$ cat src/rtl/wb_pkg.sv
// Shared constants for the writeback arbiter.
// The requester indices also set the round-robin search order: LSU, then MDU, then ALU.
package wb_pkg;
   localparam int NUM_REQ      = 3;
   localparam int REG_ADDR_W   = 5;
   localparam int NUM_REGS     = 1 << REG_ADDR_W;
   localparam int XLEN_DEFAULT = 32;

   typedef logic [1:0]         req_idx_t;
   typedef logic [NUM_REQ-1:0] req_vec_t;

   localparam req_idx_t REQ_LSU = 2'd0;
   localparam req_idx_t REQ_MDU = 2'd1;
   localparam req_idx_t REQ_ALU = 2'd2;

   function automatic req_idx_t next_req(input req_idx_t idx);
      return (idx == REQ_ALU) ? REQ_LSU : req_idx_t'(idx + 2'd1);
   endfunction
endpackage

$ cat src/rtl/wb_grant_arb.sv
// One-hot grant from a valid vector: zero latency, a request is held until it is granted.
// WB_ARB_RR_EN selects a round-robin pointer; without it the grant is fixed priority LSU > MDU > ALU.
module wb_grant_arb
   import wb_pkg::*;
(
   input  logic     clk,
   input  logic     rst,
   input  req_vec_t req_vld,
   output req_vec_t gnt
);

`ifdef WB_ARB_RR_EN
   req_idx_t ptr_q, ptr_d;
   req_idx_t scan_idx;
   logic     found;

   // Walk the ring once starting at the pointer; the first valid requester wins.
   always_comb begin
      gnt      = '0;
      ptr_d    = ptr_q;
      scan_idx = ptr_q;
      found    = 1'b0;
      for (int i = 0; i < NUM_REQ; i++) begin
         if (!found && req_vld[scan_idx]) begin
            gnt[scan_idx] = 1'b1;
            ptr_d         = next_req(scan_idx);
            found         = 1'b1;
         end
         scan_idx = next_req(scan_idx);
      end
   end

   always_ff @(posedge clk) begin
      if (rst) begin
         ptr_q <= REQ_LSU;
      end else begin
         ptr_q <= ptr_d;
      end
   end
`else
   logic unused_clk_rst;
   assign unused_clk_rst = clk ^ rst;

   always_comb begin
      gnt = '0;
      if (req_vld[REQ_LSU]) begin
         gnt[REQ_LSU] = 1'b1;
      end else if (req_vld[REQ_MDU]) begin
         gnt[REQ_MDU] = 1'b1;
      end else if (req_vld[REQ_ALU]) begin
         gnt[REQ_ALU] = 1'b1;
      end
   end
`endif

endmodule

$ cat src/rtl/wb_arbiter.sv
// Writeback arbiter: combinational grant to LSU/MDU/ALU, registered RF write one cycle later,
// plus a busy scoreboard for long-latency destinations. WB_ARB_RR_EN enables round-robin grant.
module wb_arbiter
   import wb_pkg::*;
#(
   parameter int XLEN = XLEN_DEFAULT
) (
   input  logic                  clk,
   input  logic                  rst,
   input  logic                  alu_valid,
   input  logic [REG_ADDR_W-1:0] alu_rd,
   input  logic [XLEN-1:0]       alu_data,
   output logic                  alu_ready,
   input  logic                  lsu_valid,
   input  logic [REG_ADDR_W-1:0] lsu_rd,
   input  logic [XLEN-1:0]       lsu_data,
   output logic                  lsu_ready,
   input  logic                  mdu_valid,
   input  logic [REG_ADDR_W-1:0] mdu_rd,
   input  logic [XLEN-1:0]       mdu_data,
   output logic                  mdu_ready,
   input  logic                  issue_valid,
   input  logic [REG_ADDR_W-1:0] issue_rd,
   input  logic                  issue_long,
   input  logic [REG_ADDR_W-1:0] dec_rs1,
   input  logic [REG_ADDR_W-1:0] dec_rs2,
   input  logic [REG_ADDR_W-1:0] dec_rd,
   output logic                  hazard_stall,
   output logic [REG_ADDR_W-1:0] rd,
   output logic [XLEN-1:0]       wb_data,
   output logic                  wb_reg_write
);

   req_vec_t              req_vld;
   req_vec_t              gnt;
   logic [REG_ADDR_W-1:0] sel_rd;
   logic [XLEN-1:0]       sel_data;
   logic                  acc;
   logic                  acc_long;

   logic [REG_ADDR_W-1:0] rd_q, rd_d;
   logic [XLEN-1:0]       wb_data_q, wb_data_d;
   logic                  wb_reg_write_q, wb_reg_write_d;
   logic [NUM_REGS-1:0]   busy_q, busy_d;

   // Requests are masked during reset so nothing is consumed in that cycle.
   always_comb begin
      req_vld = '0;
      if (!rst) begin
         req_vld[REQ_LSU] = lsu_valid;
         req_vld[REQ_MDU] = mdu_valid;
         req_vld[REQ_ALU] = alu_valid;
      end
   end

   wb_grant_arb u_grant_arb (
      .clk     (clk),
      .rst     (rst),
      .req_vld (req_vld),
      .gnt     (gnt)
   );

   assign lsu_ready = gnt[REQ_LSU];
   assign mdu_ready = gnt[REQ_MDU];
   assign alu_ready = gnt[REQ_ALU];

   always_comb begin
      sel_rd   = '0;
      sel_data = '0;
      if (gnt[REQ_LSU]) begin
         sel_rd   = lsu_rd;
         sel_data = lsu_data;
      end else if (gnt[REQ_MDU]) begin
         sel_rd   = mdu_rd;
         sel_data = mdu_data;
      end else if (gnt[REQ_ALU]) begin
         sel_rd   = alu_rd;
         sel_data = alu_data;
      end
   end

   assign acc      = |gnt;
   assign acc_long = gnt[REQ_LSU] | gnt[REQ_MDU];

   // A new long issue to the same register as a retiring result must stay busy, so set follows clear.
   always_comb begin
      wb_reg_write_d = acc && (sel_rd != '0);
      rd_d           = acc ? sel_rd : rd_q;
      wb_data_d      = acc ? sel_data : wb_data_q;
      busy_d         = busy_q;
      if (acc_long) begin
         busy_d[sel_rd] = 1'b0;
      end
      if (issue_valid && issue_long) begin
         busy_d[issue_rd] = 1'b1;
      end
      busy_d[0] = 1'b0;
   end

   always_ff @(posedge clk) begin
      if (rst) begin
         rd_q           <= '0;
         wb_data_q      <= '0;
         wb_reg_write_q <= 1'b0;
         busy_q         <= '0;
      end else begin
         rd_q           <= rd_d;
         wb_data_q      <= wb_data_d;
         wb_reg_write_q <= wb_reg_write_d;
         busy_q         <= busy_d;
      end
   end

   assign hazard_stall = busy_q[dec_rs1] | busy_q[dec_rs2] | busy_q[dec_rd];
   assign rd           = rd_q;
   assign wb_data      = wb_data_q;
   assign wb_reg_write = wb_reg_write_q;

endmodule

$ cat config.mk
export PLATFORM = sky130hd
export DESIGN_NAME = wb_arbiter
export DESIGN_NICKNAME = d
export VERILOG_FILES = /design/src/rtl/wb_pkg.sv /design/src/rtl/wb_grant_arb.sv /design/src/rtl/wb_arbiter.sv
export SDC_FILE = /design/constraint.sdc
export NUM_CORES = 1
export LEC_CHECK = 0
export CORE_MARGIN = 2
export CORE_UTILIZATION = 43
export CTS_CLUSTER_SIZE = 14
export DETAILED_ROUTE_END_ITERATION = 8
export PLACE_DENSITY = 0.86
export SLEW_MARGIN = 20
export SYNTH_ARGS = -nofsm -noshare
export SYNTH_HDL_FRONTEND = slang
export SYNTH_SLANG_ARGS = --single-unit
export TNS_END_PERCENT = 30
$ cat constraint.sdc
create_clock -name clk -period 2 [get_ports clk]
set_clock_uncertainty 0.15 [all_clocks]
set_input_delay 0.2 -clock clk [delete_from_list [all_inputs] [get_ports clk]]
set_output_delay 0.2 -clock clk [all_outputs]
set_load 0.01 [all_outputs]
==> out/results.ini <==
[status]
status=finished, violations left
failed_checks=negative setup slack

[clocking]
insertion_delay_to_the_later_sink_of_the_worst_skew_pair_ps=330
numCtsBuffers=9
clock_path_buffers=2
clkSlewWorstSetupHoldPaths_ps=80
clock_tree_from_tritoncts=built
cts_max_level=3
clockRootBuffer=sky130_fd_sc_hd__clkbuf_8
numClockSinks=69

[synth]
synth.cell_area_um2=4060
synth_ff_type=sky130_fd_sc_hd__dfxtp_1
syn_nets=634
synth-edff-count=0
ys_async_sr_fraction=0
ys_ff_latch=69
synth_top_cell_area_share=0.340
synthCells=496
seq_area_frac_synth=0.340
ys.warnings.count=0
ys_top_cells_by_area=sky130_fd_sc_hd__dfxtp_1 34%, sky130_fd_sc_hd__mux4_2 12%, sky130_fd_sc_hd__a21oi_1 8.6%
synth_top_area_cell=sky130_fd_sc_hd__dfxtp_1
synth_area_per_cell_um2=8.19
synth.lib_cells_used.distinct=41

[global_route]
groute.usage.overall=0.285
grt_pass1_vias=4654
antenna_found_initial=0
maximum_number_of_pins_on_one_net_before_global_route_repair=39
wire_length_of_the_first_global_routing_pass_um=22700
grt.overflow.total=0

[die]
rows=35
initial_core_util=0.442
die_wd_um=101
io-pin-count=180
floorplan.core_area_um2=9200
die_h_um=101
floorplan.die_area_um2=10200

[power]
leakagePower_nw=2.69
overall_power_of_the_completed_layout_mw=3.57
p_per_area_nw_per_um2=536
power.ir.vdd_worst_mv=0.307

[place]
placedCellCount=814
globalplace.congestion=1.00
port_buffers=179
place_hpwl_um=11600

[worst_setup_path]
end_kind=output pin
arrival_ps=1930
timing.setup.critical_path_class=reg -> out
worst-path-max-fanout=3
start_kind=register
timing.critical_path.required_ps=1650
worstRegToRegCells=4

[final_layout]
num-nets-final=855
layout_commonest_cell=sky130_fd_sc_hd__clkdlybuf4s50_1
layout-drive-gt1-share=0.175
fill_cells=665
layout_common_cells=169 x sky130_fd_sc_hd__clkdlybuf4s50_1, 70 x sky130_fd_sc_hd__nand2_1, 68 x sky130_fd_sc_hd__a21oi_1
final_cells=833
fin_util=0.725
antenna-diode-count=0
flow.area_growth_from_synthesis_pct=64.2

[route]
route.vias.total=4718
remaining_drc_errors=0
drt_iter0_markers=250
drt-wirelength-per-cell_um=17.7
routed_wirelength_um=14700
ant_nets=0
detail_route.vias_per_cell=5.66
detail_route.first_pass.iterations=7

[sta]
worst_pin_slew_ps=463
hold_viol=0
final_setup_violation_count=1
maxClockFrequency_mhz=439
min_period_over_period=1.14
setup_ws_ps=-277
final_worst_path_period_need_ps=2280
setup_tns_ps=-277
setup_repair_after_global_routing_missed_its_margin=true
final.hold.worst_slack_ps=304
number_of_slew_limit_violations_in_the_final_report=0
relative_slew_slack=0.691

[job]
maxCapViolCount=0

[hold_path]
holdPathStages=1
holdCritPathClass=reg -> reg

[final cells by class]
class / instances / area, µm² / share of cell area
Multi-Input combinational cell: 386 / 2560 / 0.383
Timing Repair Buffer: 244 / 2360 / 0.354
Clock inverter: 6 / 61.3 / 0.00919
Tap cell: 111 / 139 / 0.0208
Inverter: 7 / 28.8 / 0.00432
Sequential cell: 69 / 1390 / 0.208
Clock buffer: 10 / 138 / 0.0206
[synth_stat cells (2+ instances only)]
cell                       number
sky130_fd_sc_hd__nand2_1       71
sky130_fd_sc_hd__a21oi_1       70
sky130_fd_sc_hd__dfxtp_1       69
sky130_fd_sc_hd__o21ai_0       50
sky130_fd_sc_hd__nor2b_1       42
sky130_fd_sc_hd__a21o_1        34
sky130_fd_sc_hd__clkbuf_1      26
sky130_fd_sc_hd__o21ai_1       24
sky130_fd_sc_hd__mux4_2        21
sky130_fd_sc_hd__nor2_1        16
sky130_fd_sc_hd__mux2i_1        9
sky130_fd_sc_hd__nand3_1        8
sky130_fd_sc_hd__inv_1          6
sky130_fd_sc_hd__nand3b_1       5
sky130_fd_sc_hd__nor3b_1        5
sky130_fd_sc_hd__buf_2          4
sky130_fd_sc_hd__nor3_1         4
sky130_fd_sc_hd__or3_1          3
sky130_fd_sc_hd__a21oi_2        2
sky130_fd_sc_hd__buf_6          2
sky130_fd_sc_hd__nand4_1        2
sky130_fd_sc_hd__nor4_1         2
sky130_fd_sc_hd__o31ai_1        2
sky130_fd_sc_hd__or3_4          2
[power breakdown]
part	total (mW)	switching (mW)	internal, mW
logic	0.942	0.368	0.574
registers	1.48	0.0396	1.45
clock network	1.15	0.541	0.608
[kinds of logic after synthesis]
| family | share of synthesized area |
|---|---|
| buffers and inverters | 0.0437 |
| muxes | 0.141 |
| and+or+nand+nor | 0.216 |
| DFF | 0.340 |
| AOI/OAI and AO/OA | 0.259 |
[flip-flops by register name, indices dropped and copies added, names as in the netlist]
| signal | count |
|---|---|
| wb_reg_write | 1 |
| wb_data | 32 |
| rd | 5 |
| busy_q | 31 |
[critical path, cell delays in order (launching register included)]
cell	delay, ps
sky130_fd_sc_hd__dfxtp_2	330
sky130_fd_sc_hd__buf_4	150
sky130_fd_sc_hd__mux4_2	460
sky130_fd_sc_hd__nor2b_1	120
sky130_fd_sc_hd__nor4_1	80
sky130_fd_sc_hd__nor3_1	180
sky130_fd_sc_hd__nand4_1	110
sky130_fd_sc_hd__buf_2	160
[metrics by stage]
stage          area (µm²)  setup WS [ps]
6_report             6670           -277
5_1_grt              6670           -398
4_1_cts              6630           -293
3_5_place_dp         6360           -852
3_3_place_gp         6360           -862
2_1_floorplan        4060           78.4
[what timing repair did]
action                                  in CTS  in global routing
cloned                                       1                  0
resized for setup                           26                 10
setup buffers                                2                  0
hold buffers                                 0                  0
pin swaps                                    2                  2
endpoints found under the setup margin      35                 28
[metal layers]
layer,track usage,routed length [µm]
met3,0.0594,1310
met5,0,0
met4,0.150,680
met2,0.520,7620
met1,0.309,5120
[final timing paths]
kind | start | end | slack (ps)
worst max-delay path | busy_q[7]$_SDFF_PP0_ | hazard_stall | -280
worst min-delay path | wb_data[27]$_SDFFE_PP0P_ | wb_data[27]$_SDFFE_PP0P_ | 300
worst max register to register | busy_q[4]$_SDFF_PP0_ | busy_q[4]$_SDFF_PP0_ | 940
worst min register to register | wb_data[27]$_SDFFE_PP0P_ | wb_data[27]$_SDFFE_PP0P_ | 300
Power figures use the tool's default switching activity.
